--- config.mk ---
export PLATFORM = sky130hd
export DESIGN_NAME = bcd_counter_bank
export DESIGN_NICKNAME = d
export VERILOG_FILES = /design/src/rtl/bcd_counter_bank.sv
export SDC_FILE = /design/constraint.sdc
export NUM_CORES = 1
export LEC_CHECK = 0
export ABC_AREA = 0
export CAP_MARGIN = 10
export CORE_MARGIN = 4
export CORE_UTILIZATION = 45
export DETAILED_ROUTE_END_ITERATION = 10
export GPL_TIMING_DRIVEN = 0
export PLACE_DENSITY = 0.74
export SLEW_MARGIN = 15
export SYNTH_ARGS = -nofsm -noshare
export SYNTH_HDL_FRONTEND = slang
export SYNTH_SLANG_ARGS = --single-unit
export TNS_END_PERCENT = 5
--- constraint.sdc ---
create_clock -name clk -period 7.5 [get_ports clk]
set_input_delay 1.5 -clock clk [delete_from_list [all_inputs] [get_ports clk]]
set_output_delay 1.5 -clock clk [all_outputs]
set_load 0.01 [all_outputs]
--- src/rtl/bcd_counter_bank.sv ---
// Bank of DIGITS independent digit counters joined by a registered carry/borrow
// chain. Each digit has its own limit, the bank supports parallel load, and a
// wrap of the top digit is reported on a one-cycle overflow pulse.
module bcd_counter_bank #(
    parameter int unsigned DIGITS   = 4,
    parameter int unsigned RADIX    = 10,
    parameter int unsigned WRAP_TOP = 1
) (
    input  logic                  clk,
    input  logic                  reset,
    input  logic [DIGITS-1:0]     inc,
    input  logic                  up_down_sel,
    input  logic                  carry_en,
    input  logic                  max_en,
    input  logic [4*DIGITS-1:0]   max_val,
    input  logic                  load,
    input  logic [4*DIGITS-1:0]   load_val,
    output logic [4*DIGITS-1:0]   cnt_out,
    output logic                  overflow,
    output logic                  busy
);

    // Largest value a digit may hold at its natural modulus.
    localparam logic [3:0] DigitMax = 4'(RADIX - 1);

    logic [DIGITS-1:0][3:0] cnt_q, cnt_d;
    logic [DIGITS-1:0][3:0] step_val;
    logic [DIGITS-1:0]      carry;
    logic [DIGITS-1:0]      pend_q, pend_d;
    logic                   overflow_q, overflow_d;
    logic                   busy_q, busy_d;

    // One up/down step of a digit against limit lim. Result is {wrapped, value}.
    function automatic logic [4:0] step_digit(input logic [3:0] v,
                                              input logic [3:0] lim,
                                              input logic       up);
        logic [4:0] r;
        if (up) begin
            if (v >= lim) r = {1'b1, 4'd0};
            else          r = {1'b0, v + 4'd1};
        end else begin
            // A value above the limit (limit lowered since the last step)
            // is treated like zero: it borrows and reloads the limit.
            if (v == 4'd0 || v > lim) r = {1'b1, lim};
            else                      r = {1'b0, v - 4'd1};
        end
        return r;
    endfunction

    // Saturate a nibble to the natural digit range.
    function automatic logic [3:0] clamp_digit(input logic [3:0] v);
        return (v > DigitMax) ? DigitMax : v;
    endfunction

    for (genvar j = 0; j < DIGITS; j++) begin : g_digit
        logic [3:0] lim;
        logic [1:0] n_steps;
        logic [4:0] s1, s2;
        logic [3:0] val;
        logic       cy;

        // Per-digit limit and up to two successive steps (local strobe plus
        // incoming carry). Two wraps in one cycle need lim == 0, so a single
        // carry out is always enough.
        always_comb begin
            lim     = clamp_digit(max_en ? max_val[4*j +: 4] : DigitMax);
            n_steps = {1'b0, inc[j]} + {1'b0, pend_q[j]};
            s1      = step_digit(cnt_q[j], lim, up_down_sel);
            s2      = step_digit(s1[3:0], lim, up_down_sel);
            val     = cnt_q[j];
            cy      = 1'b0;
            case (n_steps)
                2'd1: begin
                    val = s1[3:0];
                    cy  = s1[4];
                end
                2'd2: begin
                    val = s2[3:0];
                    cy  = s1[4] | s2[4];
                end
                default: begin
                    val = cnt_q[j];
                    cy  = 1'b0;
                end
            endcase
        end

        assign step_val[j] = val;
        assign carry[j]    = cy;
    end

    // Bank next state: load wins over stepping; carries advance one digit.
    always_comb begin
        cnt_d      = cnt_q;
        pend_d     = '0;
        overflow_d = 1'b0;
        if (load) begin
            for (int unsigned j = 0; j < DIGITS; j++) begin
                cnt_d[j] = clamp_digit(load_val[4*j +: 4]);
            end
        end else begin
            cnt_d      = step_val;
            overflow_d = carry[DIGITS-1];
            for (int unsigned j = 1; j < DIGITS; j++) begin
                pend_d[j] = carry[j-1] & carry_en;
            end
            pend_d[0] = carry[DIGITS-1] & carry_en & (WRAP_TOP != 0);
        end
        busy_d = |pend_d;
    end

    // State registers with synchronous reset taking priority over load/inc.
    always_ff @(posedge clk) begin
        if (reset) begin
            cnt_q      <= '0;
            pend_q     <= '0;
            overflow_q <= 1'b0;
            busy_q     <= 1'b0;
        end else begin
            cnt_q      <= cnt_d;
            pend_q     <= pend_d;
            overflow_q <= overflow_d;
            busy_q     <= busy_d;
        end
    end

    assign cnt_out  = cnt_q;
    assign overflow = overflow_q;
    assign busy     = busy_q;

endmodule

==> impl_metrics.ini, run 1 <==
[detailed_routing]
wl_um = 13200
via_per_inst = 6.49
dr_total_vias = 4806
wl_per_cell_um = 17.8
ant_nets = 0
first_iter_violations = 355
drc = 0
first_pass_iters = 6

[sta]
hold_viol = 0
fin_crit_ns = 7.05
clock_skew_ns = 0.00769
maxSlewViolCount = 0
tightest_slew_ns = 0.796
relSlewSlack = 0.467
setup_ws_ns = 0.446
finalCritPeriodShare = 0.941
fin_hold_ws_ns = 0.616
rsz0062_at_grt = no
setup_viol = 0
fmax_ghz = 0.142

[global_routing]
grt_start_max_net_pins = 14
grt_pass1_wl_um = 21600
grt_pass1_vias = 4482
grt-ovfl-total = 0
antenna_found_initial = 0
grt_usage = 0.236

[synthesis]
synth_flop_cell = dfxtp_1
yosysWarningCount = 0
netlist_area_mm2 = 0.00417
synthArstFlopShare = 0
synth_area_per_cell_um2 = 7.31
yosysSeqAreaShare = 0.106
netlist.area_leader.share = 0.168
syn_inst = 570
synth-seq-cells = 22
yosysUniqueCellTypes = 81
synth_area_leader_cell = ha_1
synth_edf_count = 0
syn_nets = 668
synth_area_leaders = ha_1, dfxtp_1, a21oi_1, inv_1, nor2_1

[cells_and_area]
utilization = 0.561
nNetsFinal = 731
fin_area_mm2 = 0.00496
n_antenna_cell = 0
syn_to_final_growth_pct = 19.1
final_cells = 740
layout-drive-gt1-share = 0.0491
fill_cells = 860

[placed_design]
io_buffers = 58
dpl_cell_area_mm2 = 0.00488
dpl.hpwl_um = 10300
routabilityCongestion = 0.925
pre_cts_slack_ns = -0.156
dpl.cell_count = 736

[pwr]
pwr-share-clk = 0.121
vdd_drop_max_v = 0.0000819
power_density_mw_per_mm2 = 193
p_int_mw = 0.494
comb_power_share = 0.722
power_switching_mw = 0.464
seq_power_share = 0.157
switching_share = 0.485
p_leak_nw = 2.00

[clock_tree]
h-tree-depth = 1
numCtsBuffers = 3
clkLatencyLatePin_ns = 0.27
cts_sinks = 22
cts.clk_slew.worst_paths_ns = 0.10
cts_tree = yes
post_cts_buffers = 0
clockRootBuffer = clkbuf_8
clockBufferDepth = 2

[worst_setup_path]
path_class = in2reg
arrival_ns = 7.21
endpoint_kind = register
reg2reg_slack_ns = 2.52
cp_max_fo = 10
crit_required_ns = 7.66
critPathLaunchType = primary input

[floorplan]
chipHeight_um = 104
die_area_mm2 = 0.0109
start_util = 0.471
num_rows = 34
dieWidth_um = 104
design.core.area_mm2 = 0.00885
num_io_pins = 60

[flow_run]
maxCapViolCount = 0

[status]
status = finished clean

[worst_hold_path]
hp-class = reg2reg
power groups by stage:
stage	sequential, mW	clock, mW	combinational [mW]
global placement	0.153	0	0.648
detailed placement	0.153	0	0.669
global route	0.152	0.121	0.766
floorplan	0.151	0	0.497
finish	0.150	0.116	0.692
CTS	0.150	0.117	0.673
sequential cells by signal (all words and copies together), names as in the netlist:
signal,count
cnt_out,16
pend_q,4
busy,1
overflow,1
cells in the final DEF, fill, tap and decap left out, types with 8 or more instances in the layout:
cell	Yosys	layout
nand3b_1	8	8
clkdlybuf4s50_1	0	58
inv_1	47	47
o21a_1	10	10
nor2_1	46	46
nand4_1	9	9
o21ai_0	33	33
or3_1	11	11
nand3_1	13	13
nor3_1	20	20
a21oi_1	37	37
nand2_1	39	39
clkbuf_1	17	17
dfxtp_1	22	22
mux2i_1	12	12
xnor2_1	12	12
ha_1	56	56
nor2b_1	16	16
cell families after synthesis:
family | share of synthesized area
multiplexers | 0.0288
XOR/XNOR | 0.0399
buffers and inverters | 0.0669
AO/OA/AOI/OAI | 0.324
flip-flops | 0.106
adder cells (fa/ha/maj) | 0.168
AND/OR/NAND/NOR | 0.267
area by class of cell:
| type | count | area [um2] | area share |
|---|---|---|---|
| buffer | 23 | 98.8 | 0.0199 |
| clock buffer | 3 | 41.3 | 0.00832 |
| clock inverter | 1 | 30.0 | 0.00605 |
| inverter | 48 | 180 | 0.0363 |
| multi-input combinational | 477 | 3460 | 0.696 |
| sequential | 22 | 440 | 0.0887 |
| tap | 108 | 135 | 0.0272 |
| timing repair buffer | 58 | 581 | 0.117 |
critical path, stage by stage:
cell	delay (ns)
clkdlybuf4s50_1	0.47
clkbuf_1	0.53
nor2b_1	0.50
nand2_1	0.20
ha_1	0.34
nor2b_1	0.15
o211ai_1	0.23
a21oi_1	0.16
or2_1	0.29
o311ai_2	0.55
ha_1	0.36
nor2b_1	0.13
o21a_1	0.16
o21a_1	0.18
or3_1	0.43
a21oi_1	0.23
o211ai_1	0.12
a31o_2	0.29
or4_1	0.39
what timing repair did:
action | in CTS | in global routing
gates resized for setup | 0 | 1
hold buffers | 0 | 0
endpoints found under the setup margin | 0 | 1
Yosys cell counts (4+ instances only):
library cell	count
ha_1	56
nor4_1	6
dfxtp_1	22
nand2b_1	7
a2111oi_0	7
nor3_1	20
and4_1	4
or3_1	11
nand3_1	13
buf_2	4
nand3b_1	8
nor2b_1	16
o31ai_1	4
o21ai_0	33
nor3b_1	4
o311a_1	4
nor2_1	46
a31oi_1	7
nand4_1	9
inv_1	47
o21a_1	10
a21oi_1	37
o22ai_1	4
clkbuf_1	17
mux2i_1	12
xor2_1	7
o211ai_1	7
nand2_1	39
a211oi_1	6
xnor2_1	12
a221o_1	7
o31a_1	4
worst paths after layout:
check             start        end  cells past startpoint
max reg2reg  cnt_out[9]       busy                     15
max              max_en       busy                     19
min           pend_q[2]  pend_q[3]                      3
min reg2reg   pend_q[2]  pend_q[3]                      3
metrics by stage:
stage / setup TNS (ns) / power (mW)
floorplan: 0 / 0.648
global placement: -0.0838 / 0.801
detailed placement: -0.156 / 0.821
CTS: 0 / 0.940
global route: 0 / 1.04
finish: 0 / 0.958
per-layer routing:
metal  part of all wire  track usage
met3              0.074       0.0273
met2               0.46        0.396
met1               0.43        0.310
met4              0.033       0.0864
met5                  0            0
(Power assumes the default switching activity.)
==> run 2: changes to the inputs <==
Settings changed: CORE_UTILIZATION 45 to 35, MAX_ROUTING_LAYER set to met4, PLACE_DENSITY 0.74 to 0.61.
==> run 2 against run 1 <==
Net effect:
- combinational power about the same
- power rose by 2.0%
- largest power group unchanged
- die area rose by 26%
- core utilization decreased by 12 points
- flip-flop and latch count is the same
- routed wire length is 6.4% higher
- clock skew fell by 0.0011 ns
==> impl_metrics.ini, run 2 (synthesis results as in run 1) <==
[status]
status = finished clean

[sta]
relSlewSlack = 0.477
rsz0062_at_grt = no
hold_viol = 0
finalCritPeriodShare = 0.939
tightest_slew_ns = 0.782
maxSlewViolCount = 0
setup_viol = 0
finalSetupTns_ns = 0
fmax_ghz = 0.142
clock_skew_ns = 0.00659
fin_crit_ns = 7.04

[cells_and_area]
seq_area_um2 = 440
fill_cells = 1199
n_antenna_cell = 0
layout-drive-gt1-share = 0.0506
layout_common_cells = clkdlybuf4s50_1, ha_1, inv_1, nor2_1, nand2_1
largest_register_ffs = 16
multi_input_area_mm2 = 0.00346
syn_to_final_growth_pct = 20.6
nNetsFinal = 731
final_cells = 775
layout_commonest_cell = clkdlybuf4s50_1
fin_area_mm2 = 0.00503

[placed_design]
routabilityCongestion = 0.945
io_buffers = 58
dpl.cell_count = 771
dpl.hpwl_um = 11000
dpl_cell_area_mm2 = 0.00493

[pwr]
seq_power_share = 0.155
comb_power_share = 0.709
p_int_mw = 0.504
p_leak_nw = 2.01
vdd_drop_max_v = 0.0000837
pwr-share-clk = 0.136
power_density_mw_per_mm2 = 194
switching_share = 0.484
power_switching_mw = 0.473

[detailed_routing]
drc = 0
wl_um = 14000
wl_per_cell_um = 18.1
via_per_inst = 6.21
first_iter_violations = 302
dr_total_vias = 4809
first_pass_iters = 5
ant_nets = 0

[global_routing]
antenna_found_initial = 0
grt_pass1_wl_um = 22800
grt_start_max_net_pins = 13
grt-ovfl-total = 0
grt_pass1_vias = 4676
grt_usage = 0.210

[clock_tree]
clkLatencyLatePin_ns = 0.26
cts_sinks = 22
cts_tree = yes
holdBufCountCts = 0
clockRootBuffer = clkbuf_16
clockBufferDepth = 2
h-tree-depth = 1
cts.clk_slew.worst_paths_ns = 0.07
numCtsBuffers = 3
post_cts_buffers = 0

[floorplan]
die_area_mm2 = 0.0137
design.core.area_mm2 = 0.0115
start_util = 0.362
dieWidth_um = 117
chipHeight_um = 117
num_io_pins = 60
num_rows = 39

[flow_run]
maxCapViolCount = 0

[worst_setup_path]
cp_top_family = simple AND/OR/NAND/NOR gates
crit_required_ns = 7.64
r2r_start = cnt_out[5]
critPathLaunchType = primary input
endpoint_kind = register
crit_chain = clkdlybuf4s50_1 > clkbuf_2 > nor2b_1 > nand2_1 > ha_1 > nor2b_1 > o211ai_1 > a21oi_1 > or2_1 > o311ai_2 > ha_1 > nor2b_1 > o21a_1 > o21a_1 > or3_1 > a21oi_1 > o211ai_1 > a31o_2 > or4_1
arrival_ns = 7.18
slowest_stage = o311ai_2
critPathBufInv = 2
cp_common_cell = nor2b_1
cp_max_fo = 10
crit_start = max_en
path_class = in2reg
max_stage_delay_ns = 0.57

[worst_hold_path]
hp-class = reg2reg
hold_start = pend_q[0]
## run 2: cell types whose count changed in the layout (fill, tap and decap cells not counted), sizes merged
cell    previous run  this run
bufinv             1         0
clkbuf            20        21
## run 2: per-layer routing
| layer | vias to the layer above | routed length, um | global-route usage |
|---|---|---|---|
| li1 | 2290 | - | - |
| met3 | 13 | 983 | 0.0216 |
| met1 | 2297 | 6280 | 0.281 |
| met4 | 0 | 224 | 0.0443 |
| met5 | - | 0 | - |
| met2 | 209 | 6560 | 0.343 |
## run 2: final cells by class
cell class | instances | area share
flip-flops and latches | 22 | 0.0876
well taps | 143 | 0.0356
multi-input cells | 477 | 0.688
inverters | 48 | 0.0358
repair buffers | 58 | 0.116
clock buffers | 4 | 0.0177
plain buffers | 23 | 0.0199
## run 2: final timing paths
path,endpoint,slack [ns],depth (start not counted)
worst max-delay path,busy,0.46,19
worst min-delay path,pend_q[1],0.61,3
worst max register to register,busy,2.73,15
worst min register to register,pend_q[1],0.61,3
## run 2: power groups by stage
stage                     Sequential [mW]  Combinational (mW)  Clock, mW
after floorplan                     0.151               0.497          0
after CTS                           0.152               0.683      0.133
after detailed placement            0.154               0.677          0
final                               0.152               0.693      0.133
after global placement              0.154               0.658          0
after global routing                0.154               0.762      0.139
## run 2: stage by stage
stage / hold WS, ns / worst slack [ns] / power (mW) / utilization
6_report: 0.608 / 0.457 / 0.977 / 0.436
5_1_grt: 0.636 / 0.101 / 1.06 / 0.436
4_1_cts: 0.607 / 0.150 / 0.968 / 0.436
3_5_place_dp: 0.598 / -0.448 / 0.832 / 0.428
3_3_place_gp: 0.583 / -0.158 / 0.811 / 0.428
2_1_floorplan: 0.558 / 1.50 / 0.648 / -
## run 2: timing repair
action	CTS	global route
endpoints found under the setup margin	1	1
hold endpoints to repair	0	0
resized for setup	1	2
pin swaps	0	0
## run 2: worst register-to-register path, stage by stage (launching register included)
cell      delay [ns]
dfxtp_1         0.50
ha_1            0.31
nor2b_1         0.16
o211ai_1        0.30
a21oi_1         0.18
or2_1           0.30
o311ai_2        0.57
ha_1            0.37
nor2b_1         0.14
o21a_1          0.16
o21a_1          0.19
or3_1           0.43
a21oi_1         0.23
o211ai_1        0.13
a31o_2          0.30
or4_1           0.39
==> run 3: changes to the inputs <==
Settings changed: PLACE_DENSITY 0.61 to 0.53.
==> run 3 against run 2 <==
Net effect:
- setup slack improved by 0.082 ns
- clock power rose by 17%
- die area did not move
- design area up 0.32%
- maximum frequency up 1.2%
- final cell count stayed put
- sequential power is essentially flat
- global-route usage decreased by 0.84 points
- power up 1.3%
- non-clock buffer count unchanged
- clock-buffer cell count down 1
- routed wire length is 3.6% lower
==> impl_metrics.ini, run 3 (synthesis results as in run 1) <==
[global_routing]
grt_start_max_net_pins = 14
grt-ovfl-total = 0
grt_usage = 0.202
antenna_found_initial = 0
grt_pass1_wl_um = 21600
grt_pass1_vias = 4273

[cells_and_area]
layout_commonest_cell = clkdlybuf4s50_1
utilization = 0.438
layout-drive-gt1-share = 0.0506
layout_common_cells = clkdlybuf4s50_1, ha_1, inv_1, nor2_1, nand2_1
final_cells = 775
fill_cells = 1180
largest_register_ffs = 16
syn_to_final_growth_pct = 20.9
n_antenna_cell = 0
nNetsFinal = 731

[floorplan]
dieWidth_um = 117
design.core.area_mm2 = 0.0115
chipHeight_um = 117
num_rows = 39
num_io_pins = 60
start_util = 0.362
die_area_mm2 = 0.0137

[clock_tree]
cts_sinks = 22
h-tree-depth = 1
clockRootBuffer = clkbuf_16
numCtsBuffers = 3
clkLatencyLatePin_ns = 0.26
holdBufCountCts = 0
cts_tree = yes
clockBufferDepth = 2
cts.clk_slew.worst_paths_ns = 0.07

[worst_setup_path]
cp_max_fo = 10
endpoint_kind = register
critPathLaunchType = primary input
path_class = in2reg
crit_required_ns = 7.63
arrival_ns = 7.09

[detailed_routing]
wl_per_cell_um = 17.5
first_iter_violations = 398
wl_um = 13500
dr_total_vias = 4613
drc = 0
first_pass_iters = 5
via_per_inst = 5.95
ant_nets = 0

[pwr]
vdd_drop_max_v = 0.0000823
p_leak_nw = 2.02
p_total_mw = 0.989
power_density_mw_per_mm2 = 196

[sta]
hold_viol = 0
fin_crit_ns = 6.96
setup_ws_ns = 0.538
relSlewSlack = 0.469
setup_viol = 0
tightest_slew_ns = 0.777
rsz0062_at_grt = no
clock_skew_ns = 0.0118
fmax_ghz = 0.144
maxSlewViolCount = 0
finalCritPeriodShare = 0.928
finalSetupTns_ns = 0

[worst_hold_path]
hp-class = reg2reg

[flow_run]
maxCapViolCount = 0

[placed_design]
routabilityCongestion = 0.901
io_buffers = 58
dpl.hpwl_um = 10700
pre_cts_slack_ns = -0.338
dpl.cell_count = 771

[status]
status = finished clean
[run 3: repair_timing]
item                                    CTS  global route
buffers inserted                          0             0
cloned                                    0             0
resized for setup                         1             2
endpoints found under the setup margin    1             1
[run 3: final timing paths]
path	from	to	slack [ns]	depth (start not counted)
max	max_en	busy	0.54	19
min	pend_q[0]	pend_q[1]	0.60	3
max reg2reg	cnt_out[9]	busy	2.75	15
min reg2reg	pend_q[0]	pend_q[1]	0.60	3
[run 3: where the power goes]
group          switching (mW)  internal, mW
registers              0.0210         0.129
logic                   0.391         0.292
clock network          0.0502         0.106
[run 3: layout make-up]
type / count / area (um2) / area share
multi-input cells: 477 / 3460 / 0.686
flip-flops and latches: 22 / 440 / 0.0873
repair buffers: 58 / 581 / 0.115
clock inverters: 1 / 30.0 / 0.00596
plain buffers: 23 / 100 / 0.0199
inverters: 48 / 180 / 0.0357
clock buffers: 3 / 75.1 / 0.0149
well taps: 143 / 179 / 0.0355
[run 3: routing by layer]
metal	routed length (um)	vias to the layer above	GRT usage
met5	0	-	-
met4	340	0	0.0482
met3	760	17	0.0139
met2	5970	165	0.313
met1	6460	2141	0.286
li1	-	2290	-
[run 3: stage by stage]
| step | hold slack (ns) | instance area (um2) |
|---|---|---|
| global placement | 0.582 | 4930 |
| finish | 0.598 | 5040 |
| detailed placement | 0.586 | 4930 |
| CTS | 0.597 | 5040 |
| global route | 0.634 | 5040 |
| floorplan | 0.558 | 4170 |
[run 3: worst max-delay path, cell delays in order]
cell,delay (ns)
clkdlybuf4s50_1,0.47
clkbuf_2,0.31
nor2b_1,0.48
nand2_1,0.20
ha_1,0.34
nor2b_1,0.16
o211ai_1,0.25
a21oi_1,0.17
or2_1,0.29
o311ai_2,0.55
ha_1,0.36
nor2b_1,0.13
o21a_1,0.16
o21a_1,0.18
or3_1,0.43
a21oi_1,0.23
o211ai_1,0.14
a31o_2,0.30
or4_1,0.43
